`src/rtl/x1_response_packer_if.sv`:
```
// Handshake bundle for the x1 response packer: 35-bit vector input side and byte-stream output side.
interface x1_response_packer_if;
  logic [34:0] po_in;
  logic        in_valid;
  logic        in_ready;
  logic [7:0]  out_data;
  logic        out_valid;
  logic        out_ready;
  logic        out_last;

  // Environment side: offers vectors, consumes bytes.
  modport master (
    output po_in, in_valid, out_ready,
    input  in_ready, out_data, out_valid, out_last
  );

  // Packer side.
  modport slave (
    input  po_in, in_valid, out_ready,
    output in_ready, out_data, out_valid, out_last
  );
endinterface

```
`src/rtl/x1_response_packer.sv`:
```
// Captures 35-bit x1 output vectors and emits each as five bytes (byte 4 carries a sequence tag),
// while keeping a saturating vector count and a 16-bit MISR over every transmitted byte.
module x1_response_packer #(
  parameter int COUNT_WIDTH = 16,
  parameter bit TAG_EN      = 1'b1
) (
  input  logic                   clock,
  input  logic                   reset,
  x1_response_packer_if.slave    bus,
  output logic [COUNT_WIDTH-1:0] vec_count,
  output logic [15:0]            signature
);

  localparam logic [0:0] IDLE = 1'b0;
  localparam logic [0:0] SEND = 1'b1;

  logic [0:0]  state;
  logic [34:0] hold;
  logic [4:0]  tag;
  logic [4:0]  tag_cnt;
  logic [2:0]  idx;

  logic        at_last;
  logic        accept;
  logic        xfer;
  logic [7:0]  byte_sel;
  logic [15:0] sig_next;

  assign at_last = (state == SEND) && (idx == 3'd4);

  // in_ready looks at out_ready so a new vector can be taken on the byte-4 transfer without a gap.
  assign bus.in_ready  = (state == IDLE) || (at_last && bus.out_ready);
  assign bus.out_valid = (state == SEND);
  assign bus.out_last  = at_last;
  assign bus.out_data  = byte_sel;

  assign accept = bus.in_valid && bus.in_ready;
  assign xfer   = bus.out_valid && bus.out_ready;

  always_comb begin
    // NOTE: default assignment first so no path through the case leaves byte_sel unassigned (no latch).
    byte_sel = 8'h00;
    if (state == SEND) begin
      case (idx)
        3'd0:    byte_sel = hold[7:0];
        3'd1:    byte_sel = hold[15:8];
        3'd2:    byte_sel = hold[23:16];
        3'd3:    byte_sel = hold[31:24];
        3'd4:    byte_sel = {(TAG_EN ? tag : 5'd0), hold[34:32]};
        default: byte_sel = 8'h00;
      endcase
    end
  end

  assign sig_next = {signature[14:0], signature[15] ^ signature[13] ^ signature[12] ^ signature[10]}
                    ^ {8'h00, byte_sel};

  always_ff @(posedge clock or posedge reset) begin
    if (reset) begin
      // NOTE: the hold register is reset too, so out_data and byte 4 are defined straight out of reset.
      state     <= IDLE;
      hold      <= '0;
      tag       <= '0;
      tag_cnt   <= '0;
      idx       <= '0;
      vec_count <= '0;
      signature <= '0;
    end else begin
      // NOTE: non-blocking assignments so every register samples pre-edge values of its peers.
      if (accept) begin
        hold    <= bus.po_in;
        tag     <= tag_cnt;
        tag_cnt <= tag_cnt + 5'd1;
        idx     <= 3'd0;
        state   <= SEND;
      end else if (xfer) begin
        if (at_last) state <= IDLE;
        else         idx   <= idx + 3'd1;
      end

      if (xfer) begin
        signature <= sig_next;
        if (at_last && (vec_count != {COUNT_WIDTH{1'b1}}))
          vec_count <= vec_count + COUNT_WIDTH'(1);
      end
    end
  end

endmodule

```
`src/flat_wrapper.sv`:
```
// flat-port wrapper written by rule: the top's interface ports become plain ports
module x1_response_packer_flat 
#(
  parameter int COUNT_WIDTH = 16,
  parameter bit TAG_EN      = 1'b1
)
  (clock, reset, vec_count, signature, bus_po_in, bus_in_valid, bus_out_ready, bus_in_ready, bus_out_data, bus_out_valid, bus_out_last);
  x1_response_packer_if bus_i ();
  input  logic clock;
  input  logic reset;
  output logic [COUNT_WIDTH-1:0] vec_count;
  output logic [15:0] signature;
  input wire logic [$bits(bus_i.po_in)-1:0] bus_po_in;
  input wire logic [$bits(bus_i.in_valid)-1:0] bus_in_valid;
  input wire logic [$bits(bus_i.out_ready)-1:0] bus_out_ready;
  output wire logic [$bits(bus_i.in_ready)-1:0] bus_in_ready;
  output wire logic [$bits(bus_i.out_data)-1:0] bus_out_data;
  output wire logic [$bits(bus_i.out_valid)-1:0] bus_out_valid;
  output wire logic [$bits(bus_i.out_last)-1:0] bus_out_last;
  assign bus_i.po_in = bus_po_in;
  assign bus_i.in_valid = bus_in_valid;
  assign bus_i.out_ready = bus_out_ready;
  assign bus_in_ready = bus_i.in_ready;
  assign bus_out_data = bus_i.out_data;
  assign bus_out_valid = bus_i.out_valid;
  assign bus_out_last = bus_i.out_last;
  x1_response_packer #(.COUNT_WIDTH(COUNT_WIDTH), .TAG_EN(TAG_EN)) u_core (.clock(clock), .reset(reset), .bus(bus_i), .vec_count(vec_count), .signature(signature));
endmodule
```
`config.mk`:
```
export PLATFORM = sky130hd
export DESIGN_NAME = x1_response_packer_flat
export DESIGN_NICKNAME = d
export VERILOG_FILES = /design/src/rtl/x1_response_packer_if.sv /design/src/rtl/x1_response_packer.sv /design/src/flat_wrapper.sv
export SDC_FILE = /design/constraint.sdc
export NUM_CORES = 1
export LEC_CHECK = 0
export ABC_CLOCK_PERIOD_IN_PS = 4100
export BUFFER_PORTS_ARGS = -buffer_cell sky130_fd_sc_hd__buf_2
export CAP_MARGIN = 20
export CORE_UTILIZATION = 45
export DETAILED_ROUTE_END_ITERATION = 7
export PLACE_DENSITY = 0.68
export SLEW_MARGIN = 20
export SYNTH_ARGS = -nofsm -noshare
export SYNTH_HDL_FRONTEND = slang
export SYNTH_SLANG_ARGS = --single-unit
export TNS_END_PERCENT = 50
```
`constraint.sdc`:
```
create_clock -name clock -period 4.1 [get_ports clock]
set_clock_uncertainty 0.1 [all_clocks]
set_input_delay 0.205 -clock clock [delete_from_list [all_inputs] [get_ports clock]]
set_output_delay 0.205 -clock clock [all_outputs]
set_load 0.05 [all_outputs]
```
==> flow_summary.yaml, run 1 <==
power_and_ir_drop:
  ir_drop_mv: 0.8796
  p_total_mw: 3.776
  power_leakage_nw: 2.404
  power_density_nw_per_um2: 764.5
detailed_routing:
  drt-initial-drc-count: 135
  num_vias: 2964
  wl_per_cell_microns: 16.05
  routed_wl_mm: 8.701
  drcViolationCount: 0
  firstDrtPassIters: 4
  ant_nets: 0
  vias_per_cell: 5.469
layout:
  fin_util_pct: 58.93
  stdcell_area_sq_um: 4940
  drive_gt1_share_pct: 35.93
  diodes: 0
  final_cell_mix: "81 x buf_2, 81 x dfrtp_1, 50 x mux2_2"
  synthToLayoutAreaGrowth_pct: 24.42
  stdcell_count: 542
  final_nets: 479
sta:
  fin_crit_ns: 2.876
  hold_viol_final: 0
  holdWs_ns: 0.01462
  final_min_period_over_clock_period_pct: 70.14
  fmax_mhz: 347.7
  final.setup.tns_ns: 0
  fin_ws_ns: 1.224
  rsz0062_at_grt: "false"
  drv_slew: 0
  worst_pin_slew_ns: 0.8264
  slew_headroom_pct: 44.77
  setup_viol: 0
floorplan:
  core_sq_um: 8382
  num_rows: 33
  initial_utilization_pct: 47.37
  die_width_microns: 95.93
  fp.dieH_microns: 95.93
  die-area_sq_um: 9202
  ios: 82
synth:
  synth.distinct_cells: 48
  muxShareOfSynthArea_pct: 16.20
  synthArstFlopShare_pct: 100.0
  synth_top_family_by_area: "multiplexers"
  netlist_area_sq_um: 3970
  syn_avg_cell_area_sq_um: 12.10
  synth_edf_count: 0
  yosys_warnings: 0
  seq_area_frac_synth_pct: 51.06
  synth_compound_area_share_pct: 11.82
  synthesis.nets: 374
  synthAdderAreaFrac_pct: 2.206
  synthCells: 328
  synth-simple-area-share_pct: 10.02
  synth_xor_area_share_pct: 4.412
  synth_flop_cell: "dfrtp_1"
  ys_ff_latch: 81
clocking:
  h-tree-depth: 3
  numCtsBuffers: 9
  cts_tree: "yes"
  clk_path_buf_depth: 2
  clk_pin_slew_worst_paths_ns: 0.07
  cts_sinks: 81
  clock_latency_ns: 0.35
  cts_resized: 0
  ctsRootBufferMaster: "clkbuf_8"
  post-cts-setup-buffers: 0
placement:
  post_dp_cell_area_sq_um: 4409
  gp_congestion: 0.7729
  post-dp-hpwl_mm: 6.041
  dp.cells: 492
  post-place-ws_ns: 1.638
  portBuffers: 81
critical_path:
  reg2reg_from: "u_core.idx[0]"
  worstPathArrival_ns: 2.57
  startpoint: "u_core.idx[0]"
  path_class: "register to output port"
  cp-end-kind: "output port"
  crit_path_start_kind: "register"
  crit_fanout: 13
  r2r.worst_path.cells: 6
  worstPathRequired_ns: 3.80
run_status:
  status: "complete, no violations"
global_routing:
  grt_pass1_vias: 2824
  antenna_found_initial: 0
  gr-usage-all-layers_pct: 20.60
  grt-ovfl-total: 0
  grt_pass1_wl_mm: 14.15
  grt_start_max_net_pins: 48
hold_path:
  hp-class: "primary input to register"
  holdPathStages: 2
  hold_path.startpoint: "bus_po_in[1]"
job:
  maxCapViolations: 0
[layer usage]
| metal | track usage [%] | wire (microns) |
|---|---|---|
| met5 | 0 | 0 |
| met4 | 7.587 | 129 |
| met3 | 4.028 | 370 |
| met2 | 31.31 | 4005 |
| met1 | 29.19 | 4195 |
[critical path, stage by stage, from the launching register on]
cell     delay [ns]
dfrtp_1        0.41
inv_1          0.11
ha_1           0.35
buf_4          0.24
nor2_1         0.48
nand2_1        0.11
nand2_1        0.22
nor2_1         0.09
buf_2          0.22
[logic make-up (layout without fill, tap and decap cells)]
group | Yosys count | count (layout)
muxes | 58 | 58
and+or+nand+nor | 71 | 71
AOI/OAI and AO/OA | 57 | 57
xor gates and xnor gates | 20 | 20
DFF | 81 | 81
adders and majority gates | 7 | 7
buffers and inverters | 34 | 143
[cell usage after synthesis, drive strengths merged, types with 2 or more instances]
| library cell | instances | area (sq um) |
|---|---|---|
| clkbuf | 8 | 30.03 |
| a2111o | 7 | 78.83 |
| a22oi | 6 | 45.04 |
| o21a | 2 | 15.01 |
| nand4 | 6 | 43.79 |
| or4 | 2 | 18.77 |
| inv | 7 | 26.28 |
| dfrtp | 81 | 2027 |
| a32oi | 8 | 70.07 |
| a31oi | 2 | 12.51 |
| nor2 | 14 | 52.55 |
| o31ai | 2 | 15.01 |
| buf | 18 | 110.1 |
| nand3 | 14 | 70.07 |
| and3 | 2 | 12.51 |
| ha | 7 | 87.58 |
| o21ai | 3 | 15.01 |
| nand3b | 6 | 45.04 |
| nor3 | 4 | 20.02 |
| xnor2 | 8 | 70.07 |
| a22o | 2 | 17.52 |
| nand2 | 13 | 48.80 |
| mux2i | 8 | 80.08 |
| a222oi | 2 | 20.02 |
| o211a | 5 | 50.05 |
| xor2 | 12 | 105.1 |
| a21oi | 5 | 25.02 |
| nor4 | 4 | 40.04 |
| mux2 | 50 | 563.0 |
| a21o | 7 | 52.55 |
[area by class of cell]
| cell class | instances | area, sq um |
|---|---|---|
| clock buffers | 11 | 151.4 |
| multi-input cells | 213 | 1784 |
| flip-flops and latches | 81 | 2027 |
| repair buffers | 120 | 785.8 |
| clock inverters | 4 | 28.78 |
| inverters | 8 | 31.28 |
| well taps | 105 | 131.4 |
| fillers | 698 | 3442 |
[worst paths after layout]
path                                       endpoint  slack, ns
worst max register to register      u_core.hold[17]       1.63
worst min register to register    u_core.tag_cnt[4]       0.38
worst max-delay path                bus_out_data[1]       1.22
max in group asynchronous       u_core.signature[2]       2.52
worst min-delay path                 u_core.hold[1]       0.01
min in group asynchronous            u_core.hold[4]       0.44
[sequential cells by signal, summed over array words and instances (netlist names)]
register / count
u_core.hold: 35
u_core.signature: 16
u_core.vec_count: 16
u_core.bus.out_valid: 1
u_core.idx: 3
u_core.tag_cnt: 5
u_core.tag: 5
[power by group]
group,total (mW),internal [mW],switching (mW)
clock network,0.534,0.250,0.284
logic,1.88,0.690,1.19
registers,1.36,1.11,0.245
total,3.78,2.05,1.72
[timing repair]
item	4_1_cts	5_1_grt
hold buffers	32	3
endpoints found under the hold margin	77	3
endpoints found under the setup margin	0	0
(Power assumes the default switching activity.)
==> run 2, diff against run 1 <==
Settings changed: ABC_CLOCK_PERIOD_IN_PS 4100 to 2800.
Clock period 4.1 ns to 2.8 ns, I/O delays scaled along.
==> flow_summary.yaml, run 2 (same netlist as run 1, synthesis figures left out) <==
global_routing:
  grt_start_max_net_pins: 44
  grt_pass1_wl_mm: 14.17
  grt_pass1_vias: 2841
  grt-ovfl-total: 0
  gr-usage-all-layers_pct: 20.38
  antenna_found_initial: 0
clocking:
  numCtsBuffers: 9
  cts_sinks: 81
  cts_tree: "yes"
  clock_latency_ns: 0.34
  clk_path_buf_depth: 2
  post-cts-setup-buffers: 0
  ctsRootBufferMaster: "clkbuf_8"
  clk_pin_slew_worst_paths_ns: 0.08
  h-tree-depth: 3
floorplan:
  fp.dieH_microns: 95.93
  initial_utilization_pct: 47.37
  core_sq_um: 8382
  die-area_sq_um: 9202
  ios: 82
  num_rows: 33
  die_width_microns: 95.93
layout:
  synthToLayoutAreaGrowth_pct: 26.76
  diodes: 0
  largest_register: "u_core.hold"
  drive_gt1_share_pct: 36.36
  fin_util_pct: 60.04
  top_regs: "u_core.hold x35, u_core.signature x16, u_core.vec_count x16"
  final_nets: 482
  largest_reg_flops: 35
  final_cell_mix: "81 x buf_2, 81 x dfrtp_1, 50 x mux2_2"
  stdcell_count: 545
sta:
  final_min_period_over_clock_period_pct: 91.03
  hold_viol_final: 0
  final.setup.tns_ns: 0
  setup_viol: 0
  fin_crit_ns: 2.549
  drv_slew: 0
  rsz0062_at_grt: "false"
  fmax_mhz: 392.4
  worst_pin_slew_ns: 0.7038
  slew_headroom_pct: 53.03
  fin_ws_ns: 0.2513
critical_path:
  worstPathRequired_ns: 2.56
  r2r.worst_path.cells: 6
  max_stage_delay_ns: 0.79
  path_class: "register to output port"
  cp-end-kind: "output port"
  startpoint: "u_core.bus.out_valid"
  worstPathArrival_ns: 2.31
  r2r_end: "u_core.tag[1]"
  reg2reg_slack_ns: 0.55
  path_cells: "clkinv_1, a21oi_1, and2_1, buf_2"
  path_delay_family: "flip-flops"
  crit_cells: 4
  crit_path_start_kind: "register"
  reg2reg_from: "u_core.idx[1]"
  slowest_stage: "dfrtp_1"
  path_buf_inv: 2
  crit_fanout: 20
  endpoint: "bus_out_data[0]"
power_and_ir_drop:
  p_total_mw: 5.679
  ir_drop_mv: 1.002
  power_leakage_nw: 2.449
  power_density_nw_per_um2: 1129
detailed_routing:
  drcViolationCount: 0
  routed_wl_mm: 8.815
  drt-initial-drc-count: 127
  wl_per_cell_microns: 16.17
  vias_per_cell: 5.506
  num_vias: 3001
  ant_nets: 0
  firstDrtPassIters: 5
job:
  maxCapViolations: 0
hold_path:
  hp-class: "primary input to register"
run_status:
  status: "complete, no violations"
placement:
  portBuffers: 81
  gp_congestion: 0.7589
  post-place-ws_ns: 0.5340
  dp.cells: 493
  post-dp-hpwl_mm: 5.949
==> run 2: cell count changes in the layout (fill, tap and decap cells not counted), moves of 2 or more <==
cell	before	now
buf_12	0	2
clkbuf_8	11	13
clkinvlp_4	2	0
dlygate4sd3_1	35	37
==> run 2: per-stage QoR <==
stage                     hold slack, ns  instance area (sq um)
after floorplan                   0.1484                   3970
after global placement            0.1661                   4442
after detailed placement          0.1726                   4442
after CTS                         0.2020                   5026
after global routing              0.2529                   5032
final                             0.2166                   5032
==> run 2: timing repair <==
item / CTS / global route
endpoints found under the setup margin: 0 / 7
endpoints found under the hold margin: 74 / 0
hold buffers: 37 / 0
gates resized for setup: 0 / 2
==> run 2: layout make-up <==
type / count / area, sq um
fillers: 712 / 3349
inverters: 8 / 31.28
repair buffers: 123 / 838.3
well taps: 105 / 131.4
clock inverters: 2 / 35.03
clock buffers: 13 / 178.9
multi-input cells: 213 / 1790
flip-flops and latches: 81 / 2027
==> run 2: metal layers <==
| metal | part of all wire, % | GRT usage [%] | up-vias |
|---|---|---|---|
| met1 | 47 | 28.91 | 1498 |
| li1 | - | - | 1411 |
| met5 | 0 | 0 | - |
| met4 | 1.1 | 5.970 | 0 |
| met3 | 4.8 | 3.712 | 8 |
| met2 | 47 | 31.90 | 84 |
==> run 2: report_power, final <==
group	switching, mW	leakage (nW)	total (mW)	internal (mW)
registers	0.357	1.01	1.99	1.63
clock network	0.401	0.112	0.905	0.504
logic	1.76	1.33	2.79	1.02
==> run 2: worst min-delay path by stage <==
stage	startpoint	to	slack [ns]	depth (start not counted)
floorplan	bus_in_valid	u_core.bus.out_valid	0.15	1
global placement	reset	u_core.hold[18]	0.17	2
detailed placement	reset	u_core.vec_count[14]	0.17	2
CTS	bus_out_ready	u_core.idx[1]	0.20	3
global route	bus_out_ready	u_core.idx[1]	0.25	3
finish	bus_out_ready	u_core.idx[1]	0.22	3
==> run 2: worst register-to-register path, stage by stage (launching register included) <==
cell,delay [ns]
dfrtp_1,0.43
inv_1,0.12
ha_1,0.22
nand3_1,0.16
a21boi_4,0.45
buf_12,0.27
mux2_2,0.38
==> run 3, diff against run 2 <==
Settings changed: RECOVER_POWER from default to 100.
==> flow_summary.yaml, run 3 (same netlist as run 1, synthesis figures left out) <==
critical_path:
  r2r.worst_path.cells: 6
  endpoint: "bus_out_data[7]"
  crit_path_start_kind: "register"
  reg2reg_from: "u_core.idx[1]"
  crit_fanout: 20
  reg2reg_slack_ns: 0.42
  path_class: "register to output port"
  cp-end-kind: "output port"
  startpoint: "u_core.idx[1]"
  r2r_end: "u_core.tag[1]"
  worstPathArrival_ns: 2.30
  worstPathRequired_ns: 2.56
layout:
  synthToLayoutAreaGrowth_pct: 24.27
  drive_gt1_share_pct: 27.05
  diodes: 0
  stdcell_area_sq_um: 4933
  final_common_cell: "dfrtp_1"
  seq_area_sq_um: 2027
  multiInputGateArea_sq_um: 1753
  top_regs: "u_core.hold x35, u_core.signature x16, u_core.vec_count x16"
  final_nets: 482
  fillers: 735
  largest_reg_flops: 35
  final_cell_mix: "81 x dfrtp_1, 50 x mux2_2, 37 x dlygate4sd3_1, 37 x buf_2, 37 x clkbuf_1"
  largest_register: "u_core.hold"
power_and_ir_drop:
  swShare_pct: 44.85
  clockPowerShare_pct: 16.1
  p_sw_mw: 2.528
  ir_drop_mv: 0.9956
  pwr-share-comb_pct: 48.6
  power_leakage_nw: 2.283
  internal_power_mw: 3.109
  seqPwrFrac_pct: 35.3
  power_density_nw_per_um2: 1142
global_routing:
  gr-usage-all-layers_pct: 20.38
  met2_usage_pct: 31.90
  grt-ovfl-total: 0
  grt_pass1_wl_mm: 14.17
  antenna_found_initial: 0
  grt_pass1_vias: 2841
  grt_start_max_net_pins: 44
  busiest_layer: "met2"
  use_met3_pct: 3.712
  use_met1_pct: 28.91
sta:
  rsz0062_at_grt: "false"
  final.setup.tns_ns: 0
  hold_viol_final: 0
  fin_ws_ns: 0.2554
  final_min_period_over_clock_period_pct: 90.88
  setup_viol: 0
  fin_crit_ns: 2.545
  worst_pin_slew_ns: 1.731
  fmax_mhz: 393.0
  slew_headroom_pct: -16.03
  drv_slew: 40
run_status:
  status: "finished, violations left"
  violations: "capacitance limit, slew limit"
hold_path:
  holdPathStages: 3
  hp-class: "primary input to register"
detailed_routing:
  ant_nets: 0
  vias_per_cell: 5.473
  drcViolationCount: 0
  num_vias: 2983
  drt-initial-drc-count: 118
  firstDrtPassIters: 4
  routed_wl_mm: 8.879
  wl_per_cell_microns: 16.29
clocking:
  cts_tree: "yes"
  h-tree-depth: 3
  clk_pin_slew_worst_paths_ns: 0.08
  cts_sinks: 81
  ctsRootBufferMaster: "clkbuf_8"
  clk_path_buf_depth: 2
  clock_latency_ns: 0.34
  numCtsBuffers: 9
  post-cts-setup-buffers: 0
placement:
  post-dp-hpwl_mm: 5.949
  gp_congestion: 0.7589
  post_dp_cell_area_sq_um: 4442
  portBuffers: 81
  post-place-ws_ns: 0.5340
floorplan:
  num_rows: 33
  die-area_sq_um: 9202
  ios: 82
  fp.dieH_microns: 95.93
  core_sq_um: 8382
  die_width_microns: 95.93
  initial_utilization_pct: 47.37
job:
  maxCapViolations: 1
run 3: cell count changes in the layout (fill, tap and decap cells not counted), sizes merged:
cell / change
buf: -46
clkbuf: +46
clkinv: -1
clkinvlp: +1
run 3: worst max-delay path, cell delays in order, from the launching register on:
cell and delay [ns]:
dfrtp_1 0.41, inv_1 0.10, ha_1 0.22, buf_4 0.21
a222oi_1 0.44, o21a_1 0.26, nor2_1 0.07, clkbuf_2 0.24
run 3: repair_timing:
action | in CTS | in global routing
gates resized for setup | 0 | 2
hold endpoints to repair | 74 | 0
hold buffers | 37 | 0
endpoints found under the setup margin | 0 | 7
run 3: worst min path at each step:
stage | from | slack (ns) | to
finish | bus_out_ready | 0.21 | u_core.idx[1]
floorplan | bus_in_valid | 0.15 | u_core.bus.out_valid
detailed placement | reset | 0.17 | u_core.vec_count[14]
global placement | reset | 0.17 | u_core.hold[18]
global route | bus_out_ready | 0.25 | u_core.idx[1]
CTS | bus_out_ready | 0.20 | u_core.idx[1]
run 3: layer usage:
metal  wire length (microns)  vias up
met2                    4158       81
met3                     365        8
met5                       0        -
met1                    4257     1481
li1                        -     1413
met4                      97        0
run 3: area by class of cell:
class / count / area share [%]
Timing Repair Buffer: 123 / 15.75
Tap cell: 105 / 2.663
Clock inverter: 2 / 0.7101
Inverter: 8 / 0.6340
Multi-Input combinational cell: 213 / 35.53
Sequential cell: 81 / 41.09
Clock buffer: 13 / 3.627
run 3: through the flow:
stage                     hold slack [ns]  power (mW)  util (%)  std cells
final                              0.2093       5.636     58.86        545
after global routing               0.2478       5.952     58.86        545
after CTS                          0.2020       5.685     59.96        545
after detailed placement           0.1726       4.729     52.99        493
after global placement             0.1661       4.669     52.99        493
after floorplan                    0.1484       4.130         -        328
run 3: power by group through the flow:
stage	combinational (mW)	sequential (mW)	clock (mW)
after floorplan	1.98	2.15	0
after global placement	2.68	1.99	0
after detailed placement	2.72	2.00	0
after CTS	2.78	1.99	0.924
after global routing	2.92	2.05	0.974
final	2.74	1.99	0.908
